--- src/rtl/seg7_scan_mux.sv ---
// N-digit common-anode 7-seg scanner: frame-coherent capture, per-digit blank/dp, 16-level PWM, frame_start strobe.
// Latency: outputs registered one cycle behind slot/idx state; first cycle after reset is a blank capture cycle.
// Backpressure: none, free-running. Optional SEG_BLINK_EN adds blink_mask and a frame counter for 50% blinking.
module seg7_scan_mux #(
    parameter int NUM_DIGITS = 4,
    parameter int DIV_LOG2   = 16,
    parameter int BLINK_LOG2 = 5
) (
    input  logic                    clk,
    input  logic                    rst_n,
    input  logic                    en,
    input  logic [4*NUM_DIGITS-1:0] digits,
    input  logic [NUM_DIGITS-1:0]   dp_in,
    input  logic [NUM_DIGITS-1:0]   blank,
    input  logic [3:0]              brightness,
`ifdef SEG_BLINK_EN
    input  logic [NUM_DIGITS-1:0]   blink_mask,
`endif
    output logic [6:0]              seg,
    output logic                    dp,
    output logic [NUM_DIGITS-1:0]   anode,
    output logic                    frame_start
);

    localparam int IW = $clog2(NUM_DIGITS);

    logic [DIV_LOG2-1:0]     slot_cnt_q, slot_cnt_d;
    logic [IW-1:0]           idx_q, idx_d;
    logic                    start_q, start_d;
    logic [4*NUM_DIGITS-1:0] dig_sh_q, dig_sh_d;
    logic [NUM_DIGITS-1:0]   dp_sh_q, dp_sh_d;
    logic [NUM_DIGITS-1:0]   blank_sh_q, blank_sh_d;
    logic [6:0]              seg_q, seg_d;
    logic                    dp_q, dp_d;
    logic [NUM_DIGITS-1:0]   anode_q, anode_d;
    logic                    frame_start_q, frame_start_d;
`ifdef SEG_BLINK_EN
    logic [NUM_DIGITS-1:0]   blink_sh_q, blink_sh_d;
    logic [BLINK_LOG2:0]     frame_cnt_q, frame_cnt_d;
`endif

    logic       slot_wrap, last_idx, cap, lit, on;
    logic [3:0] cur_nib;
    logic [3:0] duty;

    function automatic logic [6:0] decode(input logic [3:0] nib);
        case (nib)
            4'h0: decode = 7'b1000000;
            4'h1: decode = 7'b1111001;
            4'h2: decode = 7'b0100100;
            4'h3: decode = 7'b0110000;
            4'h4: decode = 7'b0011001;
            4'h5: decode = 7'b0010010;
            4'h6: decode = 7'b0000010;
            4'h7: decode = 7'b1111000;
            4'h8: decode = 7'b0000000;
            4'h9: decode = 7'b0010000;
            4'hA: decode = 7'b0001000;
            4'hB: decode = 7'b0000011;
            4'hC: decode = 7'b1000110;
            4'hD: decode = 7'b0100001;
            4'hE: decode = 7'b0000110;
            default: decode = 7'b0001110;
        endcase
    endfunction

    always_comb begin
        slot_wrap     = &slot_cnt_q;
        last_idx      = (idx_q == IW'(NUM_DIGITS - 1));
        // The post-reset cycle captures inputs and holds the counters so frame 0 starts like any other frame.
        cap           = start_q | (slot_wrap & last_idx);
        start_d       = 1'b0;
        slot_cnt_d    = start_q ? slot_cnt_q : slot_cnt_q + 1'b1;
        idx_d         = idx_q;
        if (!start_q && slot_wrap)
            idx_d = last_idx ? '0 : idx_q + 1'b1;

        dig_sh_d      = cap ? digits : dig_sh_q;
        dp_sh_d       = cap ? dp_in  : dp_sh_q;
        blank_sh_d    = cap ? blank  : blank_sh_q;
        frame_start_d = cap;

        cur_nib = dig_sh_q[{idx_q, 2'b00} +: 4];
        duty    = slot_cnt_q[DIV_LOG2-1 -: 4];
        lit     = (duty <= brightness);
        on      = en & lit & ~blank_sh_q[idx_q] & ~start_q;
`ifdef SEG_BLINK_EN
        blink_sh_d  = cap ? blink_mask : blink_sh_q;
        frame_cnt_d = frame_cnt_q + {{BLINK_LOG2{1'b0}}, (cap & ~start_q)};
        on          = on & ~(blink_sh_q[idx_q] & frame_cnt_q[BLINK_LOG2]);
`endif

        anode_d = '1;
        seg_d   = 7'h7F;
        dp_d    = 1'b1;
        if (on) begin
            anode_d[idx_q] = 1'b0;
            seg_d          = decode(cur_nib);
            dp_d           = ~dp_sh_q[idx_q];
        end
    end

    always_ff @(posedge clk or negedge rst_n) begin
        if (!rst_n) begin
            slot_cnt_q    <= '0;
            idx_q         <= '0;
            start_q       <= 1'b1;
            dig_sh_q      <= '0;
            dp_sh_q       <= '0;
            blank_sh_q    <= '0;
            seg_q         <= 7'h7F;
            dp_q          <= 1'b1;
            anode_q       <= '1;
            frame_start_q <= 1'b0;
`ifdef SEG_BLINK_EN
            blink_sh_q    <= '0;
            frame_cnt_q   <= '0;
`endif
        end else begin
            slot_cnt_q    <= slot_cnt_d;
            idx_q         <= idx_d;
            start_q       <= start_d;
            dig_sh_q      <= dig_sh_d;
            dp_sh_q       <= dp_sh_d;
            blank_sh_q    <= blank_sh_d;
            seg_q         <= seg_d;
            dp_q          <= dp_d;
            anode_q       <= anode_d;
            frame_start_q <= frame_start_d;
`ifdef SEG_BLINK_EN
            blink_sh_q    <= blink_sh_d;
            frame_cnt_q   <= frame_cnt_d;
`endif
        end
    end

    assign seg         = seg_q;
    assign dp          = dp_q;
    assign anode       = anode_q;
    assign frame_start = frame_start_q;

endmodule

--- config.mk ---
export PLATFORM = sky130hd
export DESIGN_NAME = seg7_scan_mux
export DESIGN_NICKNAME = d
export VERILOG_FILES = /design/src/rtl/seg7_scan_mux.sv
export SDC_FILE = /design/constraint.sdc
export NUM_CORES = 1
export LEC_CHECK = 0
export ABC_AREA = 1
export BUFFER_PORTS_ARGS = -buffer_cell sky130_fd_sc_hd__buf_2
export CORE_MARGIN = 2
export CORE_UTILIZATION = 60
export DETAILED_ROUTE_END_ITERATION = 10
export PLACE_DENSITY = 0.92
export SLEW_MARGIN = 5
export SYNTH_ARGS = -nofsm -noshare
export SYNTH_HDL_FRONTEND = slang
export SYNTH_SLANG_ARGS = --single-unit
export TNS_END_PERCENT = 5
--- constraint.sdc ---
create_clock -name clk -period 4.25 [get_ports clk]
set_input_delay 0.85 -clock clk [delete_from_list [all_inputs] [get_ports clk]]
set_output_delay 0.85 -clock clk [all_outputs]
set_load 0.02 [all_outputs]
==> results of run 1 <==
==> power by group through the flow <==
stage               registers (mW)  logic (mW)  clock network (mW)
global placement             0.648       0.189                   0
finish                       0.646       0.203               0.304
global route                 0.653       0.231               0.328
detailed placement           0.652       0.199                   0
CTS                          0.644       0.203               0.309
floorplan                    0.646       0.138                   0
==> per-stage QoR <==
stage	util	hold slack, ps	cell area, um2	instances	total power, mW
global placement	0.679	480	3250	474	0.838
CTS	0.699	500	3350	482	1.16
global route	0.699	520	3350	482	1.21
finish	0.699	499	3350	482	1.15
floorplan	-	463	3030	374	0.784
detailed placement	0.679	485	3250	474	0.850
==> routing by layer <==
metal	vias to the layer above	track usage	routed length, um
met1	1164	0.305	2660
met3	8	0.0576	392
met5	-	0	0
met4	0	0.0794	83
li1	1237	-	-
met2	85	0.397	3080
==> sequential cells by signal, summed over array words and instances (netlist names) <==
signal and cells:
anode 4, dp 1, frame_start 1, dig_sh_q 16, idx_q 2, dp_sh_q 4
seg 7, blank_sh_q 4, slot_cnt_q 16, start_q 1
==> cells in the mapped netlist, drive strengths merged <==
cell      n
nand2   146
nand3    51
dfrtp    43
inv      37
nor2     28
ha       15
dfstp    13
buf      12
o21ai     9
xor2      8
a21oi     4
xnor2     4
conb      1
nand3b    1
nand4     1
nor3      1
==> cell type report <==
class                           count  share of cell area
Clock buffer                        7              0.0258
Clock inverter                      1             0.00262
Inverter                           37              0.0415
Multi-Input combinational cell    269               0.413
Sequential cell                    56               0.424
Tap cell                           67              0.0250
Timing Repair Buffer               45              0.0688
==> worst paths after layout <==
kind | start | end | slack [ps] | depth (start not counted)
setup / recovery | idx_q[0]$_DFFE_PN0P_ | blank_sh_q[0]$_DFFE_PN0P_ | 1750 | 8
hold / removal | slot_cnt_q[11]$_DFFE_PN0N_ | slot_cnt_q[11]$_DFFE_PN0N_ | 500 | 1
setup reg to reg | idx_q[0]$_DFFE_PN0P_ | blank_sh_q[0]$_DFFE_PN0P_ | 1750 | 8
hold reg to reg | slot_cnt_q[11]$_DFFE_PN0N_ | slot_cnt_q[11]$_DFFE_PN0N_ | 500 | 1
max in group asynchronous | rst_n | seg[4]$_DFF_PN1_ | 2780 | 2
min in group asynchronous | rst_n | slot_cnt_q[9]$_DFFE_PN0N_ | 650 | 1
==> cells by family after synthesis <==
logic type	after synthesis	share of synthesized area
xor gates and xnor gates	12	0.0347
other	1	0.00124
buffers and inverters	49	0.0756
and+or+nand+nor	228	0.337
DFF	56	0.468
adders and majority gates	15	0.0620
AOI/OAI and AO/OA	13	0.0215
==> results.md, run 1 <==
* Initial core utilization at 0.633
* Sequential Power Share at 0.560
* Input/output buffers at 43
* CTS tree: yes
* Post-CTS Resized at 0
* DR DRC count at 0
* Clock group share of total power at 0.264
* NumNets Final at 460
* RSZ-0062 raised after global routing: no
* Num rows at 25
* TNS Setup at 0 ps
* Netlist cell types at 25
* P_int at 0.805 mW
* HP Class: register to register
* Root Buffer: clkbuf_8
* Status: complete, no violations
* Final setup violation count at 0
* Dominant cells by area after synthesis: dfrtp_1 (36%), nand2_1 (18%), dfstp_2 (11%), nand3_1 (6.3%), ha_1 (6.2%)
* GRT Util Overall at 0.238
* Critical Path Most Common Cell: nand2_1
* Startpoint types: register
* Final Hold Vio Count at 0
* Top delay family on crit path: simple AND/OR/NAND/NOR gates
* Register area at 0.00142 mm2
* Sequential share of the synthesized area at 0.468
* Max-slew violation count at 0
* CP Class: register to register
* CP required at 4470 ps
* Pre-CTS setup slack at 1780 ps
* Yosys top cell by area: dfrtp_1
* Die width at 75.0 um
* Tcrit/Tclk final at 0.589
* Die Ht at 75.0 um
* Placer Congestion at 0.846
* P per Cell Area at 344 mW/mm2
* ANT nets after route at 0
* Htree depth at 2
* Clock buffer depth at 2
* Yosys warns at 0
* Commonest non-fill, non-tap cell in the layout: nand2_1
* Leakage power at 1.75 nW
* WL per Instance at 12.9 um
* Final WS setup at 1750 ps
* Number of global-route vias before repair at 2,344
* Fin crit period at 2500 ps
* Max VDD drop at 0.000255 V
* Worst-margin pin slew at 900 ps
* HPWL after DPL at 4.51 mm
* Fillers at 373
* Total number of vias at 2,494
* Clock-pin slew on the worst setup and hold paths at 100 ps
* First-pass GRT wire length at 10.2 mm
* Layout cell share with drive strength beyond 1 at 0.214
* Worst EP arrival at 2720 ps
* Synthesized cell area at 0.00303 mm2
* CORE AREA at 0.00479 mm2
* # IOs at 44
* Die ar. at 0.00563 mm2
* Yosys reg bits at 56
* Largest net degree at the start of global routing at 42
* Hold_buf cts at 0
* Syn_area_per_cell at 8.10 um2
* ANT cells at 0
* Switching Fraction at 0.301
* Layout Skew at 13.8 ps
* Syn Inst Count at 374
* Top cell type's share of synthesized area at 0.355
* Num CTS Buffers at 5
* Max Cap Viol at 0
* Syn nets at 420
* GRT Residual Overflow at 0
* Most frequent cells in the layout: nand2_1 (143), dfrtp_1 (43), buf_2 (43), nand3_1 (38), inv_1 (34)
* Slowest CP cell: dfrtp_1
* Initial antenna violation count at 0
* Multi-input gate area at 0.00138 mm2
* CTS Sinks at 56
* Postcts setup bufs at 0
* Detailed Route WL at 6.22 mm
* FMAX at 400 MHz
* Psw at 0.347 mW
* Max_slew headroom at 0.400
* Syn-to-layout area delta at 10.5%
* Crit path cell chain: ha_1, nand2_1, nor2_1, nand4_1, buf_4, nand2_1, nand2_1, o21ai_1
* Number of buffers and inverters on the critical path at 1
* Vias/cell at 5.17
* Initial DRC Count at 259
* Slowest stage delay, CP at 690 ps
* Drt first pass iters at 4
* Crit path capture type: register
* Clock latency on the worst-skew pair at 320 ps
* Gate power share at 0.176
* CP Max Fanout at 30
Power figures use the tool's default switching activity.
==> run 2, diff against run 1 <==
--- a/config.mk
+++ b/config.mk
@@ -5,12 +5,12 @@
 export SDC_FILE = /design/constraint.sdc
 export NUM_CORES = 1
 export LEC_CHECK = 0
-export ABC_AREA = 1
+export ABC_AREA = 0
 export BUFFER_PORTS_ARGS = -buffer_cell sky130_fd_sc_hd__buf_2
 export CORE_MARGIN = 2
-export CORE_UTILIZATION = 60
+export CORE_UTILIZATION = 51
 export DETAILED_ROUTE_END_ITERATION = 10
-export PLACE_DENSITY = 0.92
+export PLACE_DENSITY = 0.85
 export SLEW_MARGIN = 5
 export SYNTH_ARGS = -nofsm -noshare
 export SYNTH_HDL_FRONTEND = slang
==> constraint.sdc (replaced) <==
create_clock -name clk -period 2.05 [get_ports clk]
set_input_delay 0.41 -clock clk [delete_from_list [all_inputs] [get_ports clk]]
set_output_delay 0.41 -clock clk [all_outputs]
set_load 0.02 [all_outputs]
==> results.md, run 2 <==
* Number of global-route vias before repair at 1,864
* Leading register cell type out of synthesis: dfrtp_1
* Yosys reg bits at 56
* GRT Util Overall at 0.188
* CP Max Fanout at 12
* ANT nets after route at 0
* Syn nets at 266
* CTS tree: yes
* Register area at 0.00142 mm2
* Total number of vias at 1,834
* Synthesized cell area at 0.00285 mm2
* HPWL after DPL at 4.00 mm
* Psw at 0.691 mW
* HP Class: primary input to async pin
* Most frequent cells in the layout: buf_2 (43), dfrtp_1 (41), mux2_4 (19), nand2_1 (16), ha_1 (14)
* Max Cap Viol at 0
* CP Class: register to register
* Max VDD drop at 0.000420 V
* P per Cell Area at 763 mW/mm2
* Cell area after layout at 0.00333 mm2
* Most numerous cell in the Yosys netlist: dfrtp_1
* Die Ht at 78.8 um
* Yosys top cell by area: dfrtp_1
* Clock group share of total power at 0.291
* Initial DRC Count at 110
* CORE AREA at 0.00544 mm2
* Top cell type's share of synthesized area at 0.377
* Clock latency on the worst-skew pair at 310 ps
* Fin crit period at 1930 ps
* Post-synth EDFFs at 0
* Placed Area at 0.00318 mm2
* Synth top cells by count: dfrtp_1 (43), mux2_4 (19), nand2_1 (16), ha_1 (15), dfstp_2 (13)
* Netlist cell types at 37
* Dominant cells by area after synthesis: dfrtp_1 (38%), dfstp_2 (12%), mux2_4 (10%), ha_1 (6.6%), mux4_2 (3.9%)
* Die ar. at 0.00621 mm2
* Final Hold Vio Count at 0
* DR DRC count at 0
* Die width at 78.8 um
* Core Util, Final at 0.611
* Startpoint types: register
* Clock-pin slew on the worst setup and hold paths at 100 ps
* Drt first pass iters at 4
* Initial core utilization at 0.524
* Status: complete, no violations
* CP required at 2270 ps
* GRT Residual Overflow at 0
* Critical Path Sink: seg[2]$_DFF_PN1_
* Sequential Power Share at 0.533
* Leakage power at 1.52 nW
* Initial antenna violation count at 0
* Hold_buf cts at 0
* Yosys warns at 0
* Largest net degree at the start of global routing at 37
* Worst EP arrival at 2150 ps
* Gate power share at 0.176
* Htree depth at 2
* P_int at 1.85 mW
* Sequential share of the synthesized area at 0.497
* Switching Fraction at 0.272
* Num CTS Buffers at 5
* WL per Instance at 15.6 um
* Crit path capture type: register
* NumNets Final at 320
* Detailed Route WL at 5.40 mm
* Placed Cells at 336
* RSZ-0062 raised after global routing: no
* Worst reg2reg setup slack at 120 ps
* Tcrit/Tclk final at 0.941
* Layout Cells excl Fill at 347
* Syn Inst Count at 220
* Commonest non-fill, non-tap cell in the layout: buf_2
* Final setup violation count at 0
* Reg2Reg Capture Point: seg[2]$_DFF_PN1_
* Max-slew violation count at 0
* Syn-to-layout area delta at 16.6%
* ANT cells at 0
* Vias/cell at 5.29
* Synth async-reset ratio at 1.00
* Crit path launch: idx_q[0]$_DFFE_PN0P_
* Reg2reg path depth at 5
* First-pass GRT wire length at 8.94 mm
* Fillers at 437
* FMAX at 518 MHz
* Layout cell share with drive strength beyond 1 at 0.433
* CTS Sinks at 56
* Multi-input gate area at 0.00133 mm2
* Input/output buffers at 43
* Placer Congestion at 0.879
* Layout Skew at 8.55 ps
* Worst r2r src: idx_q[0]$_DFFE_PN0P_
* Design Power at 2.54 mW
* Num rows at 27
* Clock buffer depth at 2
* Root Buffer: clkbuf_8
* Syn_area_per_cell at 13.0 um2
* # IOs at 44
==> run 2: worst min-delay path by stage <==
stage	startpoint	endpoint	slack, ps	depth (start not counted)
floorplan	rst_n	blank_sh_q[0]$_DFFE_PN0P_	110	0
global placement	rst_n	dp_sh_q[3]$_DFFE_PN0P_	390	1
detailed placement	rst_n	dp_sh_q[3]$_DFFE_PN0P_	400	1
CTS	rst_n	dp_sh_q[2]$_DFFE_PN0P_	50	1
global route	rst_n	dp_sh_q[3]$_DFFE_PN0P_	70	1
finish	rst_n	dp_sh_q[2]$_DFFE_PN0P_	40	1
==> run 2: area by class of cell <==
| class | instances | area share |
|---|---|---|
| Timing Repair Buffer | 55 | 0.0993 |
| Tap cell | 72 | 0.0271 |
| Inverter | 12 | 0.0135 |
| Multi-Input combinational cell | 144 | 0.398 |
| Sequential cell | 56 | 0.427 |
| Clock inverter | 3 | 0.0139 |
| Clock buffer | 5 | 0.0207 |
==> run 2: power groups by stage <==
stage,sequential (mW),combinational (mW),clock [mW]
final,1.35,0.447,0.739
after global routing,1.37,0.494,0.797
after CTS,1.35,0.441,0.752
after detailed placement,1.37,0.438,0
after global placement,1.36,0.417,0
after floorplan,1.35,0.309,0
==> run 2: per-stage QoR <==
stage | worst slack [ps] | hold slack, ps | TNS, ps
global placement | 113 | 392 | 0
CTS | 27.9 | 52.2 | 0
floorplan | 127 | 114 | 0
finish | 120 | 43.2 | 0
global route | 9.27 | 71.7 | 0
detailed placement | -0.768 | 402 | -0.768
==> run 2: kinds of logic after synthesis <==
logic type | after synthesis | synth area share
other | 1 | 0.00132
XOR/XNOR | 19 | 0.0584
AO/OA/AOI/OAI | 20 | 0.0548
multiplexers | 38 | 0.194
adder cells (fa/ha/maj) | 15 | 0.0658
AND/OR/NAND/NOR | 51 | 0.0895
flip-flops | 56 | 0.497
buffers and inverters | 20 | 0.0390
==> run 2: repair_timing <==
action                                  4_1_cts  5_1_grt
gates resized for setup                       1        5
setup buffers                                 0        3
endpoints found under the setup margin        1        5
endpoints found under the hold margin         0        0
==> run 2: layer usage <==
layer	part of all wire	global-route usage
met1	0.45	0.259
met2	0.48	0.296
met3	0.057	0.0432
met4	0.014	0.0649
met5	0	0
==> run 2: critical path, stage by stage, from the launching register on <==
cell	delay, ps
dfrtp_2	440
buf_4	130
mux4_2	540
a2111oi_4	320
buf_4	240
o311ai_0	160
==> run 3, diff against run 2 <==
--- a/config.mk
+++ b/config.mk
@@ -5,12 +5,13 @@
 export SDC_FILE = /design/constraint.sdc
 export NUM_CORES = 1
 export LEC_CHECK = 0
-export ABC_AREA = 0
+export ABC_AREA = 1
 export BUFFER_PORTS_ARGS = -buffer_cell sky130_fd_sc_hd__buf_2
 export CORE_MARGIN = 2
 export CORE_UTILIZATION = 51
 export DETAILED_ROUTE_END_ITERATION = 10
-export PLACE_DENSITY = 0.85
+export PLACE_DENSITY = 0.84
+export REMOVE_ABC_BUFFERS = 1
 export SLEW_MARGIN = 5
 export SYNTH_ARGS = -nofsm -noshare
 export SYNTH_HDL_FRONTEND = slang
==> results.md, run 3 (synthesis gave the netlist of run 1 again) <==
* Initial DRC Count at 120
* Most frequent cells in the layout: nand2_1 (143), dfrtp_1 (43), buf_2 (43), nand3_1 (38), inv_1 (34)
* Clock-pin slew on the worst setup and hold paths at 100 ps
* Num rows at 28
* Reg2Reg Capture Point: dp_sh_q[1]$_DFFE_PN0P_
* GRT Util Overall at 0.191
* Max VDD drop at 0.000380 V
* Tcrit/Tclk final at 0.889
* Worst hold slack at 85.8 ps
* HP Class: primary input to async pin
* Layout cell share with drive strength beyond 1 at 0.218
* Sequential Power Share at 0.562
* Final setup violation count at 0
* Fin crit period at 1820 ps
* # IOs at 44
* Max-slew violation count at 0
* CP required at 2290 ps
* Crit path capture type: register
* Startpoint types: register
* Reg2reg path depth at 8
* Syn-to-layout area delta at 11.9%
* Final Hold Vio Count at 0
* Initial core utilization at 0.521
* Num CTS Buffers at 5
* ANT cells at 0
* Largest net degree at the start of global routing at 33
* CTS tree: yes
* CORE AREA at 0.00582 mm2
* CTS Sinks at 56
* Drt first pass iters at 4
* Post-CTS Resized at 0
* Vias/cell at 4.97
* Htree depth at 2
* P per Cell Area at 698 mW/mm2
* Gate power share at 0.177
* Hold_buf cts at 0
* Input/output buffers at 43
* FMAX at 549 MHz
* Clock latency on the worst-skew pair at 320 ps
* GRT Residual Overflow at 0
* P_int at 1.68 mW
* Commonest non-fill, non-tap cell in the layout: nand2_1
* Die ar. at 0.00657 mm2
* WL per Instance at 11.9 um
* Switching Fraction at 0.291
* Number of global-route vias before repair at 2,226
* RSZ-0062 raised after global routing: no
* Leakage power at 1.76 nW
* NumNets Final at 463
* ANT nets after route at 0
* Status: complete, no violations
* Die Ht at 81.1 um
* CP Class: register to register
* Root Buffer: clkbuf_8
* Layout Skew at 14.3 ps
* TNS Setup at 0 ps
* Postcts setup bufs at 0
* Fillers at 528
* Design Power at 2.36 mW
* Worst EP arrival at 2060 ps
* Initial antenna violation count at 0
* Placed Cells at 485
* Core Util, Final at 0.582
* Worst r2r src: idx_q[1]$_DFFE_PN0P_
* Layout Cells excl Fill at 493
* CP Max Fanout at 30
* Clock group share of total power at 0.261
* DR DRC count at 0
* Max_slew headroom at 0.620
* Placed Area at 0.00330 mm2
* Final WS setup at 228 ps
* Total number of vias at 2,451
* Worst-margin pin slew at 570 ps
* Cell area after layout at 0.00339 mm2
* Detailed Route WL at 5.87 mm
* Pre-CTS setup slack at 292 ps
* First-pass GRT wire length at 9.73 mm
* Max Cap Viol at 0
* Die width at 81.1 um
* Psw at 0.688 mW
* Clock buffer depth at 2
* HPWL after DPL at 4.29 mm
* Worst reg2reg setup slack at 230 ps
* Placer Congestion at 0.926
==> run 3: cell types whose count changed in the layout (fill, tap and decap cells not counted), moves of 5 or more <==
cell	previous run	this run
nand2_1	16	143
nand4_1	6	1
mux2_4	19	0
mux2_2	9	0
xnor2_1	10	4
nand3_1	7	38
inv_1	10	34
nand3_2	0	13
mux4_2	5	0
buf_4	10	4
nor2_1	10	24
==> run 3: worst max-delay path, cell delays in order, from the launching register on <==
cell and delay [ps]:
dfrtp_1 560, ha_1 290, nand2_1 70, nor2_1 110, nand4_1 150, nand2_1 90
buf_4 280, nand2_1 90, o21ai_1 80
==> run 3: final cells by class <==
class	count	area [um2]	share of cell area
tap	75	93.8	0.0277
clock buffer	8	90.1	0.0266
inverter	37	139	0.0410
timing repair buffer	48	265	0.0783
multi-input combinational	269	1380	0.408
sequential	56	1420	0.419
==> run 3: worst max path at each step <==
stage                                end  slack (ps)  cells past startpoint            startpoint
2_1_floorplan  blank_sh_q[3]$_DFFE_PN0P_        -610                      6  idx_q[0]$_DFFE_PN0P_
5_1_grt           dp_sh_q[1]$_DFFE_PN0P_          60                      8  idx_q[1]$_DFFE_PN0P_
3_3_place_gp            seg[6]$_DFF_PN1_         390                      9  idx_q[1]$_DFFE_PN0P_
3_5_place_dp      dp_sh_q[1]$_DFFE_PN0P_         290                      8  idx_q[1]$_DFFE_PN0P_
4_1_cts           dp_sh_q[1]$_DFFE_PN0P_         270                      8  idx_q[1]$_DFFE_PN0P_
6_report          dp_sh_q[1]$_DFFE_PN0P_         230                      8  idx_q[1]$_DFFE_PN0P_
==> run 3: routing by layer <==
layer,part of all wire,global-route usage,up-vias
met1,0.47,0.260,1140
met2,0.47,0.303,60
met3,0.046,0.0367,9
met4,0.016,0.0746,0
li1,-,-,1242
met5,0,0,-
==> run 3: power groups by stage <==
stage | combinational, mW | clock (mW) | sequential [mW]
floorplan | 0.278 | 0 | 1.34
global placement | 0.402 | 0 | 1.34
detailed placement | 0.412 | 0 | 1.35
CTS | 0.421 | 0.634 | 1.33
global route | 0.479 | 0.671 | 1.34
finish | 0.417 | 0.618 | 1.33
